`config.mk`:
```
export PLATFORM = sky130hd
export DESIGN_NAME = alien_dive_scheduler_flat
export DESIGN_NICKNAME = d
export VERILOG_FILES = /design/src/rtl/alien_dive_scheduler_if.sv /design/src/rtl/alien_dive_scheduler.sv /design/src/flat_wrapper.sv
export SDC_FILE = /design/constraint.sdc
export NUM_CORES = 1
export LEC_CHECK = 0
export BUFFER_PORTS_ARGS = -buffer_cell sky130_fd_sc_hd__buf_2
export CORE_MARGIN = 2
export CORE_UTILIZATION = 30
export DETAILED_ROUTE_END_ITERATION = 8
export SLEW_MARGIN = 10
export SYNTH_ARGS = -nofsm -noshare
export SYNTH_HDL_FRONTEND = slang
export SYNTH_SLANG_ARGS = --single-unit
```
`constraint.sdc`:
```
create_clock -name Clk -period 8.2 [get_ports Clk]
set_input_delay 0.41 -clock Clk [delete_from_list [all_inputs] [get_ports Clk]]
set_output_delay 0.41 -clock Clk [all_outputs]
set_load 0.005 [all_outputs]
```
`src/rtl/alien_dive_scheduler_if.sv`:
```
// Handshake/status bundle between the dive scheduler, the collision logic
// and the sprite-motion dive datapath.
interface alien_dive_scheduler_if;
  logic        frame_tick;
  logic [11:0] alien_hit;
  logic        wave_restart;
  logic        dive_ack;
  logic        dive_done;
  logic        dive_req;
  logic [3:0]  dive_id;
  logic        diving;
  logic [11:0] alive_mask;
  logic [3:0]  alive_count;
  logic        wave_clear;

  modport master (
    input  frame_tick, alien_hit, wave_restart, dive_ack, dive_done,
    output dive_req, dive_id, diving, alive_mask, alive_count, wave_clear
  );

  modport slave (
    output frame_tick, alien_hit, wave_restart, dive_ack, dive_done,
    input  dive_req, dive_id, diving, alive_mask, alive_count, wave_clear
  );
endinterface

```
`src/rtl/alien_dive_scheduler.sv`:
```
// Picks formation aliens round-robin for dive attacks, paced by frame ticks,
// and tracks the surviving population of the wave.
module alien_dive_scheduler #(
  parameter int unsigned DIVE_INTERVAL = 120
) (
  input  logic                   Clk,
  input  logic                   Reset,
  alien_dive_scheduler_if.master bus
);

  localparam int         N_ALIENS = 12;
  localparam logic [7:0] RELOAD   = 8'(DIVE_INTERVAL);

  typedef enum logic [2:0] {
    ST_WAIT,
    ST_SELECT,
    ST_REQ,
    ST_DIVE,
    ST_CLEARED
  } state_t;

  state_t      r_state, w_state_next;
  logic [7:0]  r_count, w_count_next;
  logic [3:0]  r_last_id, r_dive_id;
  logic [11:0] r_alive;
  logic [3:0]  r_alive_count;
  logic        r_wave_clear, r_dive_req, r_diving;

  logic [11:0] w_nmask;
  logic        w_none_alive;
  logic        w_sel_hit;
  logic        w_load_sel;
  logic [3:0]  w_start, w_off, w_pick, w_popcount;
  logic [4:0]  w_sum;
  logic [23:0] w_dbl;
  logic [11:0] w_rot;

  assign w_nmask      = r_alive & ~bus.alien_hit;
  assign w_none_alive = (w_nmask == 12'h000);
  assign w_sel_hit    = bus.alien_hit[r_dive_id];

  // Rotating a doubled mask right by the start index turns the wrap-around
  // search into a plain lowest-set-bit search.
  assign w_start = (r_last_id >= 4'd11) ? 4'd0 : r_last_id + 4'd1;
  assign w_dbl   = {w_nmask, w_nmask};
  assign w_rot   = 12'(w_dbl >> w_start);

  always_comb begin
    w_off = 4'd0;
    for (int k = N_ALIENS - 1; k >= 0; k--) begin
      if (w_rot[k]) w_off = 4'(k);
    end
  end

  assign w_sum  = {1'b0, w_start} + {1'b0, w_off};
  assign w_pick = (w_sum >= 5'd12) ? 4'(w_sum - 5'd12) : w_sum[3:0];

  always_comb begin
    w_popcount = 4'd0;
    for (int k = 0; k < N_ALIENS; k++) begin
      w_popcount = w_popcount + 4'(w_nmask[k]);
    end
  end

  always_comb begin
    w_state_next = r_state;
    w_count_next = r_count;
    w_load_sel   = 1'b0;
    case (r_state)
      ST_WAIT: begin
        if (w_none_alive) begin
          w_state_next = ST_CLEARED;
        end else if (bus.frame_tick) begin
          if (r_count <= 8'd1) w_state_next = ST_SELECT;
          else                 w_count_next = r_count - 8'd1;
        end
      end
      ST_SELECT: begin
        if (w_none_alive) begin
          w_state_next = ST_CLEARED;
        end else begin
          w_state_next = ST_REQ;
          w_load_sel   = 1'b1;
        end
      end
      ST_REQ: begin
        // A hit on the requested alien outranks a same-cycle acknowledge.
        if (w_sel_hit) begin
          w_state_next = ST_WAIT;
          w_count_next = RELOAD;
        end else if (bus.dive_ack) begin
          w_state_next = ST_DIVE;
        end
      end
      ST_DIVE: begin
        if (w_sel_hit || bus.dive_done) begin
          w_state_next = ST_WAIT;
          w_count_next = RELOAD;
        end
      end
      ST_CLEARED: w_state_next = ST_CLEARED;
      default: begin
        w_state_next = ST_WAIT;
        w_count_next = RELOAD;
      end
    endcase
  end

  always_ff @(posedge Clk) begin
    if (Reset || bus.wave_restart) begin
      r_state       <= ST_WAIT;
      r_count       <= RELOAD;
      r_last_id     <= 4'd11;
      r_dive_id     <= 4'd0;
      r_alive       <= 12'hFFF;
      r_alive_count <= 4'd12;
      r_wave_clear  <= 1'b0;
      r_dive_req    <= 1'b0;
      r_diving      <= 1'b0;
    end else begin
      r_state       <= w_state_next;
      r_count       <= w_count_next;
      if (w_load_sel) begin
        r_dive_id <= w_pick;
        r_last_id <= w_pick;
      end
      r_alive       <= w_nmask;
      r_alive_count <= w_popcount;
      r_wave_clear  <= w_none_alive;
      r_dive_req    <= (w_state_next == ST_REQ);
      r_diving      <= (w_state_next == ST_DIVE);
    end
  end

  assign bus.dive_req    = r_dive_req;
  assign bus.dive_id     = r_dive_id;
  assign bus.diving      = r_diving;
  assign bus.alive_mask  = r_alive;
  assign bus.alive_count = r_alive_count;
  assign bus.wave_clear  = r_wave_clear;

endmodule

```
`src/flat_wrapper.sv`:
```
// flat-port wrapper written by rule: the top's interface ports become plain ports
module alien_dive_scheduler_flat 
#(
  parameter int unsigned DIVE_INTERVAL = 120
)
  (Clk, Reset, bus_frame_tick, bus_alien_hit, bus_wave_restart, bus_dive_ack, bus_dive_done, bus_dive_req, bus_dive_id, bus_diving, bus_alive_mask, bus_alive_count, bus_wave_clear);
  alien_dive_scheduler_if bus_i ();
  input  logic Clk;
  input  logic Reset;
  input wire logic [$bits(bus_i.frame_tick)-1:0] bus_frame_tick;
  input wire logic [$bits(bus_i.alien_hit)-1:0] bus_alien_hit;
  input wire logic [$bits(bus_i.wave_restart)-1:0] bus_wave_restart;
  input wire logic [$bits(bus_i.dive_ack)-1:0] bus_dive_ack;
  input wire logic [$bits(bus_i.dive_done)-1:0] bus_dive_done;
  output wire logic [$bits(bus_i.dive_req)-1:0] bus_dive_req;
  output wire logic [$bits(bus_i.dive_id)-1:0] bus_dive_id;
  output wire logic [$bits(bus_i.diving)-1:0] bus_diving;
  output wire logic [$bits(bus_i.alive_mask)-1:0] bus_alive_mask;
  output wire logic [$bits(bus_i.alive_count)-1:0] bus_alive_count;
  output wire logic [$bits(bus_i.wave_clear)-1:0] bus_wave_clear;
  assign bus_i.frame_tick = bus_frame_tick;
  assign bus_i.alien_hit = bus_alien_hit;
  assign bus_i.wave_restart = bus_wave_restart;
  assign bus_i.dive_ack = bus_dive_ack;
  assign bus_i.dive_done = bus_dive_done;
  assign bus_dive_req = bus_i.dive_req;
  assign bus_dive_id = bus_i.dive_id;
  assign bus_diving = bus_i.diving;
  assign bus_alive_mask = bus_i.alive_mask;
  assign bus_alive_count = bus_i.alive_count;
  assign bus_wave_clear = bus_i.wave_clear;
  alien_dive_scheduler #(.DIVE_INTERVAL(DIVE_INTERVAL)) u_core (.Clk(Clk), .Reset(Reset), .bus(bus_i));
endmodule
```
# After elaboration in Yosys (flattened, before gate mapping)
# Cells that the tools add are included.
[word_totals] inputBits=18 regBits=38
[op_classes] n_lt_le_gt_ge=4 n_eq_ne=11 n_addsub=15 reduce_logical=6 n_shift=1 n_mux=32 n_bitwise=3
[ops] cell="$mux W4" n=14
[ops] cell="$add A4 B1 Y4" n=10
[ops] cell="$mux W8" n=5
[ops] cell="$pmux W8 S4" n=1
[ops] cell="$shr A24 B4 Y12" n=1
[ops] cell="$mux W3" n=7
[ops] cell="$pmux W3 S5" n=1
[ops] cell="$and A12 B12 Y12" n=1
[ops] cell="$eq A3 B2 Y1 const B" n=4
[ops] cell="$logic_not A12 Y1" n=1
[ops] cell="$not A12 Y12" n=1
[ops] cell="$le A8 B1 Y1 const B" n=1
[ops] cell="$sub A8 B1 Y8 const B" n=1
[ops] cell="$ne A2 B2 Y1 const B" n=3
[ops] cell="$reduce_and A6 Y1" n=1
[ops] cell="$add A4 B4 Y5" n=1
[ops] cell="$ge A5 B4 Y1 const B" n=1
[ops] cell="$lt A4 B5 Y1 const B" n=1
[ops] cell="$add A4 B1 Y4 const B" n=1
[ops] cell="$bmux W1 S4" n=1
[ops] cell="$ge A4 B4 Y1 const B" n=1
[ops] cell="$ne A2 B1 Y1 const B" n=2
[ops] cell="$sub A4 B4 Y4 const B" n=1
[ops] cell="$eq A3 B1 Y1 const B" n=1
[ops] cell="7 further kinds" n=10

# Depth between registers and ports, before layout
# Gate-level depths: netlist of run 1.
[logic_depth] depth_word=18 mapped_depth=21 depth_no_buf=20

# Least setup slack after synthesis of run 1
# OpenSTA, ideal clock, no wires.
[synth_timing] kind="flip-flop to flip-flop" start="register u_core.r_last_id[0]" end="register u_core.r_dive_id[2], in the netlist u_core.bus.dive_id[2]" path_slack_ns=4.156 t_required_ns=8.130 stages_incl_launch_ff=21 arrival_time_ns=3.974 setup_time_ns=0.070 path_cell_list="dfxtp_1 > ha_1 > o21a_4 > nor2_2 > buf_6 > mux4_2 > nand2_2 > o211ai_2 > a21o_1 > nor3_2 > o2bb2ai_1 > ha_1 > a21o_1 > a21oi_1 > xnor2_1 > ha_1 > a31oi_1 > nand2_1 > nor3b_1 > o21ai_0 > a21oi_1"
[synth_via] elab_chain_len=18 elab_cells_between_ends=20
[synth_lines] item="start: declaration" line_no="alien_dive_scheduler.sv:24" text="logic [3:0] r_last_id, r_dive_id;"
[synth_lines] item="start signal: assignment" line_no="alien_dive_scheduler.sv:125" text="r_last_id <= w_pick;"
[synth_lines] item="$add A4 B1 Y4 or $ge A4 B4 Y1 (tied branches)" line_no="alien_dive_scheduler.sv:44" text="assign w_start = (r_last_id >= 4'd11) ? 4'd0 : r_last_id + 4'd1;"
[synth_lines] item="$mux W4 *" line_no="alien_dive_scheduler.sv:44"
[synth_lines] item="$shr A24 B4 Y12" line_no="alien_dive_scheduler.sv:46" text="assign w_rot = 12'(w_dbl >> w_start);"
[synth_lines] item="$mux W4 (12 in a row)" line_no="alien_dive_scheduler.sv:51" text="if (w_rot[k]) w_off = 4'(k);"
[synth_lines] item="$add A4 B4 Y5 *" line_no="alien_dive_scheduler.sv:55" text="assign w_sum = {1'b0, w_start} + {1'b0, w_off};"
[synth_lines] item="$sub A4 B4 Y4 or $ge A5 B4 Y1 (tied branches)" line_no="alien_dive_scheduler.sv:56" text="assign w_pick = (w_sum >= 5'd12) ? 4'(w_sum - 5'd12) : w_sum[3:0];"
[synth_lines] item="$mux W4 *" line_no="alien_dive_scheduler.sv:56"
[synth_lines] item="end signal: assignment" line_no="alien_dive_scheduler.sv:124" text="r_dive_id <= w_pick;"
[synth_lines] item="end: declaration" line_no="alien_dive_scheduler.sv:24"
# Mark *: on every way between the ends. The rest lies on a longest branch, timed or not.
# A chain may end at the register's enable or synchronous reset.

# Final worst setup path of run 1
# Ends and elaborated chain as after synthesis.

==> flow_summary.yaml, run 1 <==
timing:
  clock-skew-final_ns: 0.009737
  fin_tns_setup_ns: 0
  relSlewSlack_pct: 20.88
  setup_viol: 0
  period_share_pct: 62.59
  period_minus_slack_ns: 5.132
  slew_viol_final: 0
  worst_pin_slew_ns: 1.170
  fmax_ghz: 0.1948
  finalHoldViolCount: 0
  rsz0062_at_grt: "false"
  hold_ws_ns: 0.4613
synth:
  netlist_area_mm2: 0.003043
  synth_cells: 348
  yosys_warnings: 0
  synth_edf_count: 0
  synth_nets: 387
  synth_cell_types: 78
  synthArstFlopShare_pct: 0
  avgSynthCellArea_um2: 8.744
  ys_seq_elements: 37
  ys.flop_type: "dfxtp_1"
  ys_seq_area_share_pct: 24.34
global_routing:
  gr-usage-all-layers_pct: 14.67
  grt_max_degree: 22
  antenna_found_initial: 0
  grt_pass1_wl_mm: 13.20
  gr-total-overflow: 0
  grt_pass1_vias: 2641
setup_path:
  cp_max_fo: 17
  cp-end-kind: "flop"
  crit_required_ns: 8.42
  crit_type: "flop to flop"
  startpoint_type: "flop"
  cp_data_arrival_time_ns: 5.35
route:
  dr.pass1.iters: 5
  drt_wl_total_mm: 7.968
  wl_per_cell_um: 15.44
  drtIter0Drc: 155
  viasPerCell: 5.343
  vias: 2757
  final_antenna_net_count: 0
  route.detailed.drc: 0
pwr:
  ir_worst_vdd_mv: 0.09033
  power.leakage_nw: 1.418
  powerDensity_mw_per_mm2: 141.0
  power_mw: 0.4845
clock_tree:
  cts_buffer_depth: 2
  clk_latency_ns: 0.29
  cts_made_buffers: 5
  cts_tree: "yes"
  h-tree-depth: 2
  clk_pin_slew_worst_paths_ns: 0.08
  root_buffer: "clkbuf_8"
  cts_setup_buffers: 0
  ctsResizeCount: 0
  cts.sinks: 37
  cts_hold_repair.buffers: 0
finish:
  fin_util_pct: 35.00
  final_cell_mix: "buf_2 (40), dfxtp_1 (37), nand2_1 (35), inv_1 (27), nor2_1 (18)"
  num_antenna_cells: 0
  area_delta_synth_final_pct: 12.95
  fill_cells: 1070
  layout-drive-gt1-share_pct: 21.93
  mostFrequentLayoutCell: "buf_2"
  fin_nets: 421
status:
  status: "complete, no violations"
die:
  dieArea_mm2: 0.01096
  row_count: 36
  io_pins: 41
  start_util_pct: 30.99
  die_h_um: 104.7
  core_area_mm2: 0.009819
  fp.dieW_um: 104.7
placed_design:
  port_buffers: 40
  place.gp.congestion: 0.9152
  dp_hpwl_mm: 6.254
job:
  drv_cap: 0
min_path:
  hold_path.class: "primary input to flop"
[critical path, stage by stage (launching register included)]
cell and delay (ns):
dfxtp_1 0.68, ha_1 0.40, xnor2_1 0.22, or2_1 0.46, inv_2 0.26, and3_1 0.21
a211o_1 0.29, a32oi_1 0.23, nor2b_1 0.15, o21ai_0 0.09, a31oi_1 0.18, ha_1 0.19
inv_1 0.06, fa_1 0.39, xnor2_1 0.19, ha_1 0.22, a31oi_1 0.21, nand2_1 0.13
nor3b_1 0.21, o21ai_0 0.11, a21oi_1 0.18
[per-stage QoR]
step                setup WS, ns  std cells  cell area (um2)
finish                     3.068        516             3437
global route               2.515        516             3437
CTS                        3.124        516             3437
detailed placement         3.153        508             3317
global placement           3.264        508             3317
floorplan                  4.156        348             3043
[synth_stat cells (5+ instances only)]
cell / count / share of area, %
o21ai_0: 13 / 2.1
and2_1: 5 / 1.0
nor2b_1: 7 / 1.4
nor2_1: 18 / 2.2
a21o_1: 8 / 2.0
nor4_1: 5 / 1.0
a21oi_1: 15 / 2.5
nand2b_1: 7 / 1.4
inv_1: 27 / 3.3
xnor2_1: 10 / 2.9
o21ai_1: 5 / 0.82
ha_1: 13 / 5.3
nand2_1: 35 / 4.3
dfxtp_1: 37 / 24
mux2i_1: 6 / 2.0
mux4_2: 8 / 5.9
o211ai_1: 6 / 1.5
fa_1: 8 / 5.3
nand3_1: 6 / 0.99
[power by group]
part | internal [mW] | switching, mW | leakage [nW]
clock network | 0.0990 | 0.0692 | 0.0574
logic | 0.0561 | 0.0676 | 1.06
registers | 0.189 | 0.00387 | 0.302
[cell families (layout without fill, tap and decap cells)]
family / after synthesis / count (layout) / synth area share [%]
buf+inv: 46 / 81 / 7.566
xor+xnor: 10 / 10 / 2.878
compound gates: 95 / 95 / 23.15
mux: 18 / 18 / 9.827
flops: 37 / 37 / 24.34
simple gates: 121 / 121 / 21.63
fa+ha+maj: 21 / 21 / 10.61
[final timing paths]
check	startpoint	end	slack [ns]	depth (start not counted)
max reg2reg	u_core.r_last_id[0]	u_core.bus.dive_id[2]	3.07	20
max	u_core.r_last_id[0]	u_core.bus.dive_id[2]	3.07	20
min reg2reg	u_core.r_count[5]	u_core.r_count[5]	0.50	2
min	bus_alien_hit[3]	u_core.bus.alive_mask[3]	0.46	3
[routing by layer]
metal  global-route usage [%]  vias up  part of all wire [%]
met5                        0        -                     0
met2                    22.22       90                    43
met3                    2.433       16                   5.8
met1                    21.26     1327                    48
li1                         -     1324                     -
met4                    4.571        0                   2.4
[registers in the layout, summed over array words and instances (netlist names)]
| signal | cells |
|---|---|
| u_core.bus.alive_count | 4 |
| u_core.bus.alive_mask | 12 |
| u_core.bus.dive_req | 1 |
| u_core.bus.diving | 1 |
| u_core.bus.wave_clear | 1 |
| u_core.bus.dive_id | 4 |
| u_core.r_last_id | 3 |
| u_core.r_count | 8 |
| u_core.r_state | 3 |
[final cells by class]
| class | instances | area, um2 | share of cell area [%] |
|---|---|---|---|
| multi-input cells | 265 | 2072 | 60.28 |
| flip-flops and latches | 37 | 740.7 | 21.55 |
| repair buffers | 41 | 207.7 | 6.043 |
| well taps | 133 | 166.4 | 4.842 |
| inverters | 32 | 130.1 | 3.786 |
| clock buffers | 6 | 82.58 | 2.403 |
| clock inverters | 2 | 37.54 | 1.092 |
Note: power is estimated with default switching activity, not from simulation.
==> run 2: changes to the inputs <==
- clock period: 8.2 -> 4.5 ns (I/O delays scaled with it)
==> run 2 against run 1 <==
Combinational power rose by 86%. Clock power rose by 110%. Via count rose by 2.1%. Largest power group is now the clock network. Non-clock buffer count rose by 13. Highest routed layer unchanged. Cell area rose by 5.5%. Critical path type unchanged. Clock skew rose by 0.0026 ns. Power rose by 94%. Clock-buffer cell count fell by 1.
==> flow_summary.yaml, run 2 (synthesized netlist as in run 1, its figures left out) <==
timing:
  slew_viol_final: 0
  fmax_ghz: 0.2339
  relSlewSlack_pct: 54.39
  finalHoldViolCount: 0
  clock-skew-final_ns: 0.01230
  worst_pin_slew_ns: 0.6824
  period_minus_slack_ns: 4.275
  period_share_pct: 95.00
  setup_viol: 0
pwr:
  powerDensity_mw_per_mm2: 258.8
  seqPwrFrac_pct: 37.4
  ir_worst_vdd_mv: 0.1607
  clockPowerShare_pct: 38.1
  power.internal_mw: 0.6730
  combPwrFrac_pct: 24.6
  power.leakage_nw: 1.514
  power.switching_mw: 0.2656
  power_mw: 0.9386
  p_sw_share_pct: 28.30
placed_design:
  dpl-instance-area_mm2: 0.003407
  placed_cells: 520
  place.gp.congestion: 0.9769
  dp_hpwl_mm: 6.426
  port_buffers: 40
global_routing:
  grt_pass1_vias: 2734
  grt_pass1_wl_mm: 13.68
  antenna_found_initial: 0
  gr-total-overflow: 0
  gr-usage-all-layers_pct: 15.37
  grt_max_degree: 22
clock_tree:
  root_buffer: "clkbuf_8"
  h-tree-depth: 2
  cts.sinks: 37
  cts_made_buffers: 5
  clk_latency_ns: 0.30
  clk_pin_slew_worst_paths_ns: 0.08
  cts_buffer_depth: 2
  cts_tree: "yes"
route:
  top_layer: "met4"
  final_antenna_net_count: 0
  met2_length_mm: 3.800
  route.detailed.drc: 0
  wl_met1_mm: 3.773
  routed-wl-met3_um: 439
  viasPerCell: 5.313
  wl_per_cell_um: 15.49
  vias: 2816
  dr.pass1.iters: 5
  drtIter0Drc: 117
  drt_wl_total_mm: 8.211
finish:
  instances_no_fill: 530
  area_delta_synth_final_pct: 19.20
  fin_util_pct: 36.94
  mostFrequentLayoutCell: "buf_2"
  fill_cells: 1065
  final_cell_mix: "buf_2 (40), nand2_1 (35), dfxtp_1 (35), inv_1 (27), nor2_1 (17)"
  fin_area_mm2: 0.003627
  num_antenna_cells: 0
  largest_reg_flops: 12
  layout-drive-gt1-share_pct: 27.46
  fin_nets: 435
setup_path:
  crit_type: "flop to flop"
  cp_max_fo: 13
  startpoint_type: "flop"
  cp-end-kind: "flop"
  cp_data_arrival_time_ns: 4.50
  crit_required_ns: 4.73
job:
  drv_cap: 0
die:
  core_area_mm2: 0.009819
  fp.dieW_um: 104.7
  io_pins: 41
  dieArea_mm2: 0.01096
  row_count: 36
  die_h_um: 104.7
  start_util_pct: 30.99
min_path:
  hold_path.class: "primary input to flop"
status:
  status: "complete, no violations"
-- run 2: changes by cell type in the layout (fill, tap and decap cells not counted), sizes merged --
| cell | before | now |
|---|---|---|
| inv | 30 | 32 |
| clkinv | 2 | 1 |
| buf | 41 | 54 |
| clkinvlp | 1 | 0 |
| clkbuf | 6 | 5 |
| bufinv | 1 | 2 |
| o21ai | 20 | 21 |
-- run 2: power by group through the flow --
stage	combinational [mW]	clock (mW)	sequential, mW
after global placement	0.226	0	0.358
after detailed placement	0.230	0	0.359
after CTS	0.232	0.362	0.351
final	0.231	0.357	0.351
after floorplan	0.160	0	0.360
after global routing	0.263	0.379	0.352
-- run 2: what timing repair did --
item,4_1_cts,5_1_grt
setup endpoints to repair,0,3
gates resized for setup,0,17
hold buffers,0,0
setup buffers,0,1
-- run 2: final cells by class --
type | count | area [um2] | share of cell area (%)
Tap cell | 133 | 166.4 | 4.588
Timing Repair Buffer | 54 | 305.3 | 8.417
Inverter | 32 | 137.6 | 3.794
Clock buffer | 5 | 68.82 | 1.897
Multi-Input combinational cell | 266 | 2137 | 58.92
Clock inverter | 3 | 68.82 | 1.897
Sequential cell | 37 | 743.2 | 20.49
-- run 2: final timing paths --
path                             from                        to  slack [ns]  depth (start not counted)
setup / recovery  u_core.r_last_id[1]     u_core.bus.dive_id[2]        0.22                         19
hold / removal       bus_alien_hit[3]  u_core.bus.alive_mask[3]        0.26                          3
setup reg to reg  u_core.r_last_id[1]     u_core.bus.dive_id[2]        0.22                         19
hold reg to reg     u_core.r_count[5]         u_core.r_count[5]        0.50                          2
-- run 2: per-stage QoR --
step / hold slack [ns] / worst slack, ns / setup TNS (ns)
4_1_cts: 0.2578 / 0.05918 / 0
6_report: 0.2645 / 0.2249 / 0
5_1_grt: 0.2906 / -0.03171 / -0.05263
3_5_place_dp: 0.4797 / 0.08225 / 0
3_3_place_gp: 0.4767 / 0.2355 / 0
2_1_floorplan: 0.4381 / 0.4557 / 0
-- run 2: routing by layer --
metal	track usage, %	up-vias
li1	-	1359
met1	20.70	1337
met2	25.21	103
met3	2.433	17
met4	4.952	0
met5	0	-
-- run 2: worst max-delay path, stage by stage, from the launching register on --
cell       delay, ns
dfxtp_1         0.36
ha_4            0.21
or3b_1          0.40
and2_2          0.27
buf_4           0.21
a31oi_1         0.17
a32oi_1         0.10
or2_0           0.23
a211o_1         0.34
o2bb2ai_1       0.14
ha_1            0.28
a21o_1          0.17
a21oi_2         0.15
xnor2_1         0.12
ha_1            0.23
a31oi_2         0.20
nand2_1         0.14
nor3b_1         0.20
o21ai_0         0.11
a21oi_1         0.17
==> run 3: changes to the inputs <==
- RECOVER_POWER: unset -> 100
- SKIP_CTS_REPAIR_TIMING: unset -> 1
==> run 3 against run 2 <==
Utilization is 0.31 points lower. Wire length up 0.17%. Largest cell class unchanged. Combinational power barely moved. Critical path type unchanged. Highest routed layer unchanged.
==> flow_summary.yaml, run 3 (synthesized netlist as in run 1, its figures left out) <==
global_routing:
  grt_pass1_vias: 2734
  grt_pass1_wl_mm: 13.68
  antenna_found_initial: 0
  gr-total-overflow: 0
  gr-usage-all-layers_pct: 15.37
  grt_max_degree: 22
min_path:
  hold_path.class: "primary input to flop"
  whs_path_depth: 3
placed_design:
  port_buffers: 40
  dp_hpwl_mm: 6.426
  place.gp.congestion: 0.9769
  dpl-instance-area_mm2: 0.003407
setup_path:
  cp_data_arrival_time_ns: 4.50
  cp-end-kind: "flop"
  worstPathCellList: "ha_4 -> or3b_1 -> and2_2 -> buf_4 -> a31oi_1 -> a32oi_1 -> or2_0 -> a211o_1 -> o2bb2ai_1 -> ha_1 -> a21o_1 -> a21oi_2 -> xnor2_1 -> ha_1 -> a31oi_2 -> nand2_1 -> nor3b_1 -> o21ai_0 -> a21oi_1"
  slowest_delay_ns: 0.40
  r2r_cells: 19
  crit_required_ns: 4.72
  slowest_stage: "or3b_1"
  crit_top_cell: "ha_1"
  cp_max_fo: 13
  startpoint_type: "flop"
  rrSetupSlack_ns: 0.23
  crit_type: "flop to flop"
finish:
  fill_cells: 1073
  area_delta_synth_final_pct: 18.22
  multi_input_area_mm2: 0.002131
  fin_nets: 435
  largest_reg_flops: 12
  num_antenna_cells: 0
  regArea_um2: 743.2
  final_cell_mix: "nand2_1 (35), dfxtp_1 (35), buf_2 (30), inv_1 (27), nor2_1 (17)"
  fin_area_mm2: 0.003597
  layout-drive-gt1-share_pct: 23.93
  fin_util_pct: 36.63
timing:
  slew_viol_final: 0
  relSlewSlack_pct: 54.35
  finalHoldViolCount: 0
  setup_viol: 0
  period_minus_slack_ns: 4.272
  fmax_ghz: 0.2341
  fin_tns_setup_ns: 0
  period_share_pct: 94.94
  clock-skew-final_ns: 0.01511
  worst_pin_slew_ns: 0.6829
clock_tree:
  cts_tree: "yes"
  clk_latency_ns: 0.31
  clk_pin_slew_worst_paths_ns: 0.08
  cts.sinks: 37
  cts_made_buffers: 5
  root_buffer: "clkbuf_8"
  h-tree-depth: 2
  cts_buffer_depth: 2
die:
  io_pins: 41
  dieArea_mm2: 0.01096
  start_util_pct: 30.99
  core_area_mm2: 0.009819
  row_count: 36
  die_h_um: 104.7
  fp.dieW_um: 104.7
route:
  dr.pass1.iters: 4
  route.detailed.drc: 0
  drtIter0Drc: 128
  final_antenna_net_count: 0
  wl_per_cell_um: 15.52
  vias: 2805
  viasPerCell: 5.292
  drt_wl_total_mm: 8.225
pwr:
  power.leakage_nw: 1.477
  powerDensity_mw_per_mm2: 260.2
  ir_worst_vdd_mv: 0.1605
  power_mw: 0.9360
job:
  drv_cap: 0
status:
  status: "complete, no violations"
## run 3: changes by cell type in the layout (fill, tap and decap cells not counted), sizes merged
cell / before / now
buf: 54 / 41
clkbuf: 5 / 18
## run 3: layout make-up
cell class | instances | share of cell area (%)
clock buffers | 5 | 1.913
repair buffers | 54 | 7.826
flip-flops and latches | 37 | 20.66
clock inverters | 3 | 1.913
inverters | 32 | 3.826
multi-input cells | 266 | 59.23
well taps | 133 | 4.626
## run 3: worst max-delay path: cells and delay by family (launching register included)
kind | cells | cell delay [ns]
adder cells (fa/ha/maj) | 3 | 0.72
flip-flops | 1 | 0.36
AND/OR/NAND/NOR | 5 | 1.24
XOR/XNOR | 1 | 0.12
AO/OA/AOI/OAI | 9 | 1.55
buffers and inverters | 1 | 0.21
## run 3: where the power goes
part	internal (mW)	total, mW	switching [mW]
Combinational	0.103	0.228	0.125
Sequential	0.344	0.351	0.00690
Clock	0.223	0.358	0.134
Total	0.670	0.936	0.266
## run 3: worst paths after layout
kind | startpoint | to
setup / recovery | u_core.r_last_id[1] | u_core.bus.dive_id[2]
hold / removal | bus_alien_hit[3] | u_core.bus.alive_mask[3]
setup reg to reg | u_core.r_last_id[1] | u_core.bus.dive_id[2]
hold reg to reg | u_core.r_count[5] | u_core.r_count[5]
## run 3: per-layer routing
| metal | vias to the layer above | part of all wire, % | global-route usage [%] |
|---|---|---|---|
| met3 | 18 | 4.6 | 2.433 |
| met5 | - | 0 | 0 |
| met1 | 1339 | 47 | 20.70 |
| met4 | 0 | 2.1 | 4.952 |
| met2 | 87 | 47 | 25.21 |
| li1 | 1361 | - | - |
## run 3: metrics by stage
stage	cells	setup slack, ns	hold WS [ns]
after floorplan	348	0.4557	0.4381
after global placement	520	0.2355	0.4767
after detailed placement	520	0.08225	0.4797
after CTS	528	0.05918	0.2578
after global routing	530	-0.03171	0.2906
final	530	0.2275	0.2675
